`config.mk`:
```
export PLATFORM = sky130hd
export DESIGN_NAME = norm_pipe
export DESIGN_NICKNAME = d
export VERILOG_FILES = /design/src/rtl/norm_pipe_pkg.sv /design/src/rtl/norm_pipe_lzc.sv /design/src/rtl/norm_pipe_shf.sv /design/src/rtl/norm_pipe.sv
export SDC_FILE = /design/constraint.sdc
export NUM_CORES = 1
export LEC_CHECK = 0
export ABC_AREA = 1
export CORE_MARGIN = 5
export CORE_UTILIZATION = 48
export DETAILED_ROUTE_END_ITERATION = 10
export GPL_TIMING_DRIVEN = 0
export HOLD_SLACK_MARGIN = 0.03
export PLACE_DENSITY_LB_ADDON = 0.3
export SLEW_MARGIN = 20
export SYNTH_ARGS = -nofsm -noshare
export SYNTH_HDL_FRONTEND = slang
export SYNTH_SLANG_ARGS = --single-unit
```
`constraint.sdc`:
```
create_clock -name clk -period 3.1 [get_ports clk]
set_input_delay 0.62 -clock clk [delete_from_list [all_inputs] [get_ports clk]]
set_output_delay 0.62 -clock clk [all_outputs]
set_load 0.1 [all_outputs]
```
`src/rtl/norm_pipe_pkg.sv`:
```
// Shared definitions for the normalizer pipeline.
// Default width, count width and the handshake-advance helper.
package norm_pipe_pkg;

  localparam int W_DEF = 32;
  localparam int TAGW_DEF = 4;
  localparam int LOGW = $clog2(W_DEF);

  // A register slot may load when it is empty or its content leaves.
  function automatic logic adv(
    input logic v,
    input logic rdy
  );
    return !v || rdy;
  endfunction

endpackage

```
`src/rtl/norm_pipe_lzc.sv`:
```
// Combinational leading-zero counter.
// Built as a log2(W)-level tree of pairwise count/all-zero merges.
module lzc
  import norm_pipe_pkg::*;
#(
  parameter int W = W_DEF
) (
  input  logic [W-1:0]         data,
  output logic [$clog2(W)-1:0] cnt,
  output logic                 allz
);

  localparam int LW = $clog2(W);

  for (genvar l = 0; l <= LW; l++) begin : g_lvl
    localparam int N = W >> l;
    logic [N-1:0]  z;
    logic [LW-1:0] c [N];

    if (l == 0) begin : g_leaf
      assign z = ~data;
      for (genvar i = 0; i < N; i++) begin : g_c
        assign c[i] = '0;
      end
    end else begin : g_node
      for (genvar j = 0; j < N; j++) begin : g_m
        logic          hi_z;
        logic          lo_z;
        logic [LW-1:0] hi_c;
        logic [LW-1:0] lo_c;
        assign hi_z = g_lvl[l-1].z[2*j+1];
        assign lo_z = g_lvl[l-1].z[2*j];
        assign hi_c = g_lvl[l-1].c[2*j+1];
        assign lo_c = g_lvl[l-1].c[2*j];
        assign z[j] = hi_z & lo_z;
        // All-zero upper half contributes its full width.
        assign c[j] = hi_z
          ? LW'((1 << (l - 1)) + int'(lo_c))
          : hi_c;
      end
    end
  end

  assign cnt  = g_lvl[LW].c[0];
  assign allz = g_lvl[LW].z[0];

endmodule

```
`src/rtl/norm_pipe_shf.sv`:
```
// Barrel shifter: logical left, or logical/arithmetic right.
// RIGHT selects direction; sgn selects arithmetic right shift.
module shf
  import norm_pipe_pkg::*;
#(
  parameter int W     = W_DEF,
  parameter bit RIGHT = 1'b0
) (
  input  logic [W-1:0]         data,
  input  logic [$clog2(W)-1:0] amt,
  input  logic                 sgn,
  output logic [W-1:0]         res
);

  logic signed [W-1:0] ar;

  assign ar = $signed(data) >>> amt;

  always_comb begin
    res = data << amt;
    if (RIGHT) begin
      res = sgn ? ar : (data >> amt);
    end
  end

endmodule

```
`src/rtl/norm_pipe.sv`:
```
// Two-stage normalizer: S1 counts leading zeros/sign bits,
// S2 left-shifts by that count. Valid/ready on both sides.
module norm_pipe
  import norm_pipe_pkg::*;
#(
  parameter int W    = W_DEF,
  parameter int TAGW = TAGW_DEF
) (
  input  logic                 clk,
  input  logic                 rst,
  input  logic                 in_valid,
  output logic                 in_ready,
  input  logic [W-1:0]         in_data,
  input  logic                 in_sgn,
  input  logic [TAGW-1:0]      in_tag,
  output logic                 out_valid,
  input  logic                 out_ready,
  output logic [W-1:0]         out_data,
  output logic [$clog2(W)-1:0] out_cnt,
  output logic                 out_zero,
  output logic [TAGW-1:0]      out_tag
);

  localparam int LW = $clog2(W);

  logic            s1_v;
  logic [W-1:0]    s1_data;
  logic [LW-1:0]   s1_cnt;
  logic            s1_zero;
  logic [TAGW-1:0] s1_tag;

  logic            s1_adv;
  logic            s2_adv;

  logic [W-1:0]    lz_in;
  logic [LW-1:0]   lz_cnt;
  logic            lz_allz;
  logic            in_zero;
  logic [LW-1:0]   in_cnt;
  logic [W-1:0]    sh_res;

  assign s2_adv   = adv(out_valid, out_ready);
  assign s1_adv   = adv(s1_v, s2_adv);
  assign in_ready = s1_adv;

  // Sign mode: bits matching the MSB become zeros; the
  // appended 1 keeps one redundant sign bit and bounds cnt.
  assign lz_in = in_sgn
    ? {in_data[W-2:0] ^ {(W-1){in_data[W-1]}}, 1'b1}
    : in_data;

  lzc #(.W(W)) u_lzc (
    .data (lz_in),
    .cnt  (lz_cnt),
    .allz (lz_allz)
  );

  assign in_zero = in_sgn
    ? (&in_data) | ~(|in_data)
    : lz_allz;
  assign in_cnt = in_zero ? '0 : lz_cnt;

  shf #(.W(W), .RIGHT(1'b0)) u_shf (
    .data (s1_data),
    .amt  (s1_cnt),
    .sgn  (1'b0),
    .res  (sh_res)
  );

  always_ff @(posedge clk) begin
    if (rst) begin
      s1_v      <= 1'b0;
      s1_data   <= '0;
      s1_cnt    <= '0;
      s1_zero   <= 1'b0;
      s1_tag    <= '0;
      out_valid <= 1'b0;
      out_data  <= '0;
      out_cnt   <= '0;
      out_zero  <= 1'b0;
      out_tag   <= '0;
    end else begin
      if (s1_adv) begin
        s1_v <= in_valid;
      end
      if (in_valid && s1_adv) begin
        s1_data <= in_data;
        s1_cnt  <= in_cnt;
        s1_zero <= in_zero;
        s1_tag  <= in_tag;
      end
      if (s2_adv) begin
        out_valid <= s1_v;
      end
      if (s1_v && s2_adv) begin
        out_data <= sh_res;
        out_cnt  <= s1_cnt;
        out_zero <= s1_zero;
        out_tag  <= s1_tag;
      end
    end
  end

endmodule

```
* Yosys cells after proc, flatten, opt, wreduce, memory -nomap -nowiden *
Index checks and enable logic that the tools add are counted.

operators by class
  mux-type cells = 34
  reduce and logical (&&, ||, !) cells = 8
  shift-type cells = 1
  bitwise operators = 35
  $add $sub $neg = 15

operators by type and width
  cell                   count
  $mux W5                16
  $add A2 B5 Y5 const A  8
  $mux W32               1
  $not A32 Y32           1
  $reduce_and A32 Y1     1
  $reduce_or A32 Y1      1
  $shl A32 B5 Y32        1
  $and A1 B1 Y1          31
  $xor A31 B31 Y31       1
  $add A3 B5 Y5 const A  4
  $mux W1                17
  $add A4 B5 Y5 const A  2
  $add A5 B5 Y5 const A  1
  $logic_and A1 B1 Y1    2
  $logic_not A1 Y1       2
  $logic_or A1 B1 Y1     2
  $not A1 Y1             1
  $or A1 B1 Y1           1

word-level totals
  bits in registers = 86
  input bits = 41
  output and inout bits = 44

* Longest topological paths before layout *
  word-level depth = 13
  mapped depth = 17

* By module *
Synthesis repeated with hierarchy kept, for this count alone.

second synthesis, totals
  cells, all modules = 1,022
  area, all modules = 6,033.3 µm²

by module, submodules not included
  module     area each (µm²)  cells an instance  seq. area each (µm²)  times used
  norm_pipe  3,897.5          546                1,721.7               1
  shf        1,615.3          365                0.0                   1
  lzc        520.5            111                0.0                   1

* Worst setup path after synthesis *
Ideal clock, no wire load.

  path type = reg2reg
  from = reg out_valid
  to = reg s1_zero
  stages on the path, launching flop included = 8
  data arrival time = 3,075 ps
  path buffers = 2
  slack = -92 ps
  required time = 2,982 ps
  cells stage by stage = dfxtp_1 -> nand3_1 -> nand2_1 -> inv_1 -> buf_2 -> clkbuf_1 -> o21ai_0 -> nor2_1

on the way
  cells in the longest elaborated chain, start to end = 4

RTL lines
  element                           RTL line             text
  start, declared                   norm_pipe.sv:16      output logic out_valid,
  start signal, assigned            norm_pipe.sv:93      out_valid <= s1_v;
  $logic_not A1 Y1                  norm_pipe_pkg.sv:14  return !v || rdy;
  $logic_or A1 B1 Y1 (2 in series)  norm_pipe_pkg.sv:14
  named net in_ready                norm_pipe.sv:12      output logic in_ready,
  $logic_and A1 B1 Y1               norm_pipe.sv:86      if (in_valid && s1_adv) begin
  end signal, assigned              norm_pipe.sv:89      s1_zero <= in_zero;
  end, declared                     norm_pipe.sv:29      logic s1_zero;

The timed path passes the listed nets, and every way through them passes these cells.
A chain may end at the register's enable or synchronous reset.

* Final worst setup path *
  from = in out_ready
  to = out in_ready

on the way
  cells in the longest elaborated chain, start to end = 2

RTL lines
  element                           RTL line             text
  start, declared                   norm_pipe.sv:17      input logic out_ready,
  $logic_or A1 B1 Y1 (2 in series)  norm_pipe_pkg.sv:14
  end, declared                     norm_pipe.sv:12

Every way passes these cells.

==> flow_metrics.py <==
metrics = {
    "outcome": {
        "run_status": "finished, final reports clean",
    },
    "yosys": {
        "synth_top_family_by_area": "simple AND/OR/NAND/NOR gates",
        "synthSimpleGateAreaFrac_pct": 40.6,
        "synth_top_area_share_pct": 28.4,
        "async_reset_ff_share_pct": 0,
        "synthTopCellsByCount": "381 x nand2_1, 91 x o21ai_0, 86 x dfxtp_1",
        "synth-seq-cells": 86,
        "yosys.area_share.adder_pct": 0.413,
        "synth-compound-area-share_pct": 19.2,
        "seq_area_frac_synth_pct": 28.4,
        "synthCells": 1037,
        "ys.flop_type": "dfxtp_1",
        "synthesis.area_sq_um": 6060,
        "synth.most_common_cell": "nand2_1",
        "synth_edf_count": 0,
        "synth_area_leaders": "dfxtp_1 28%, nand2_1 24%, o21ai_0 7.5%, nand3_1 7.0%, a21oi_1 5.7%",
        "synth_mux_area_share_pct": 0.826,
        "synth_xor_area_share_pct": 0,
        "synth_nets": 1080,
        "postSynthAreaPerCell_sq_um": 5.84,
        "synth_top_area_cell": "dfxtp_1",
        "yosys_warnings": 0,
        "synth_cell_type_count": 37,
    },
    "clocking": {
        "cts_resized": 0,
        "cts_buffer_depth": 2,
        "cts_setup_buffers": 0,
        "ctsHoldBuffers": 0,
        "cts_tree": "done",
        "cts-htree-levels": 3,
        "clock_latency_ns": 0.34,
        "cts_buffers": 9,
        "cts_root_buf": "clkbuf_16",
        "clk_pin_slew_worst_paths_ns": 0.06,
        "clock_sinks": 86,
    },
    "cells_and_area": {
        "fin_util_pct": 59.8,
        "antenna_cells": 0,
        "fin_cells": 1307,
        "nets": 1173,
        "drive_above_1_share_pct": 7.67,
        "fillers": 1307,
        "areaGrowthSynthToFinish_pct": 23.6,
    },
    "grt": {
        "grt_max_degree": 15,
        "grt_pass1_wl_mm": 32.2,
        "grt.total_usage_pct": 26.9,
        "first_global_vias": 6586,
        "grt_overflow": 0,
        "antenna_found_initial": 0,
        "top_usage_layer": "met2",
        "gr-usage-met3_pct": 4.10,
        "use_met1_pct": 33.7,
        "gr-usage-met2_pct": 46.4,
    },
    "job": {
        "cap_violations": 0,
    },
    "setup_path": {
        "r2r-start": "out_valid$_SDFFE_PP0P_",
        "worstSetupPathType": "in2out",
        "slowest_stage": "clkdlybuf4s50_1",
        "cp-start-kind": "input port",
        "endpoint_kind": "output pin",
        "crit_top_cell": "clkdlybuf4s50_1",
        "cp-startpoint": "out_ready",
        "max_stage_delay_ns": 1.13,
        "path_buf_inv": 3,
        "ff2ff_path_depth": 8,
        "path_depth": 4,
        "critPathArrivalTime_ns": 2.35,
        "cp.required_ns": 2.48,
        "crit_chain": "clkdlybuf4s50_1 > inv_1 > nand3_2 > clkdlybuf4s50_1",
        "worst-path-max-fanout": 3,
        "crit_family": "buffers and inverters",
    },
    "timing": {
        "finalSetupViolCount": 0,
        "fin_crit_ns": 2.97,
        "timing.fmax_mhz": 337,
        "layout_worst_path_cycle_share_pct": 95.8,
        "clock_skew_ns": 0.00570,
        "final_hold_viol_count": 0,
        "rsz0062_at_grt": "no",
        "worst_slew_pin_slew_ns": 0.980,
        "slew_headroom_pct": 34.5,
        "slew_violations": 0,
        "timing.hold.ws_ns": 0.464,
        "postLayoutSetupSlackWorst_ns": 0.131,
    },
    "die": {
        "die_h_um": 122,
        "rows": 41,
        "ios": 85,
        "die_w_um": 122,
        "coreArea_sq_um": 12500,
        "die_area_sq_um": 15000,
        "start_util_pct": 48.4,
    },
    "power_and_ir_drop": {
        "power.density_nw_per_um2": 475,
        "switching_share_pct": 32.2,
        "ir_drop_mv": 0.266,
        "intPower_uw": 2410,
        "pwr-share-comb_pct": 27.1,
        "p_leak_uw": 0.00336,
        "p_seq_share_pct": 34.0,
        "switchingPower_uw": 1150,
        "power.clock.fraction_pct": 38.9,
    },
    "min_path": {
        "min_path_type": "reg2reg",
        "worstHoldPathCells": 2,
        "hp-start": "out_data[13]$_SDFFE_PP0P_",
    },
    "route": {
        "viasPerCell": 5.44,
        "wl_per_cell_um": 15.2,
        "drc_errors": 0,
        "first_pass_iters": 5,
        "final_antenna_net_count": 0,
        "drtIter0Drc": 644,
        "via_count": 7109,
        "wirelength_mm": 19.9,
    },
    "placed_design": {
        "dp_hpwl_mm": 15.6,
        "pre_cts_ws_ns": -0.126,
        "gp_congestion": 1.01,
        "dpl.cell_count": 1291,
        "portBuffers": 82,
    },
}
-- power groups by stage --
stage	combinational [uW]	clock (uW)	sequential, uW
floorplan	478	0	1430
global placement	940	0	1230
detailed placement	948	0	1230
CTS	952	1390	1210
global route	1050	1440	1220
finish	965	1380	1210
-- layout by cell type, fill, tap and decap left out, types with 2 or more instances in the layout --
cell type / count
a22oi_1: 4
buf_6: 3
nand2_1: 381
bufinv_16: 5
clkbuf_16: 9
or2_2: 7
or2_0: 2
buf_2: 19
dfxtp_1: 86
o21ai_0: 91
clkbuf_1: 34
clkdlybuf4s50_1: 82
inv_2: 3
ha_1: 2
nor2_2: 8
nand3_2: 8
o21a_1: 2
nand4_1: 4
buf_4: 6
nor3_1: 2
o21ai_1: 7
nand3_1: 84
a31oi_1: 8
o211ai_1: 22
mux2i_1: 5
or2_1: 3
inv_1: 73
buf_1: 4
a21oi_2: 3
a21oi_1: 69
nand2_2: 11
nor2_1: 76
o21bai_1: 4
-- per-layer routing --
metal	routed length [um]	vias up
li1	-	3543
met1	8450	3215
met2	9250	309
met3	1620	42
met4	601	0
met5	0	-
-- sequential cells by signal (all words and copies together), names as in the netlist --
| register | count |
|---|---|
| out_data | 32 |
| s1_data | 32 |
| out_cnt | 5 |
| s1_cnt | 5 |
| out_tag | 4 |
| s1_tag | 4 |
| out_valid | 1 |
| out_zero | 1 |
| s1_v | 1 |
| s1_zero | 1 |
-- worst min-delay path, cell delays in order (launching register included) --
cell and delay (ns):
dfxtp_1 0.31, nand2_1 0.06, a21oi_1 0.05
-- cell families after synthesis --
group                    after synthesis
adder cells (fa/ha/maj)                2
AO/OA/AOI/OAI                        212
AND/OR/NAND/NOR                      588
flip-flops                            86
buffers and inverters                144
multiplexers                           5
-- layout make-up --
type                    instances  area (sq um)  share of cell area, %
plain buffers                  67           348                   4.65
repair buffers                 82           821                   11.0
clock inverters                 6           158                   2.11
multi-input cells             807          3700                   49.5
clock buffers                  10           229                   3.06
well taps                     172           215                   2.87
flip-flops and latches         86          1720                   23.0
inverters                      77           292                   3.89
-- stage by stage --
step	instance area, sq um	power, uW	TNS [ns]
CTS	7490	3560	0
finish	7490	3560	0
global route	7490	3720	0
floorplan	6060	1900	0
global placement	7100	2170	-0.251
detailed placement	7100	2180	-0.415
-- final timing paths --
kind / endpoint / slack [ns]
max: in_ready / 0.13
min: out_data[13]$_SDFFE_PP0P_ / 0.46
max reg2reg: out_data[22]$_SDFFE_PP0P_ / 1.10
min reg2reg: out_data[13]$_SDFFE_PP0P_ / 0.46
(Power assumes the default switching activity.)
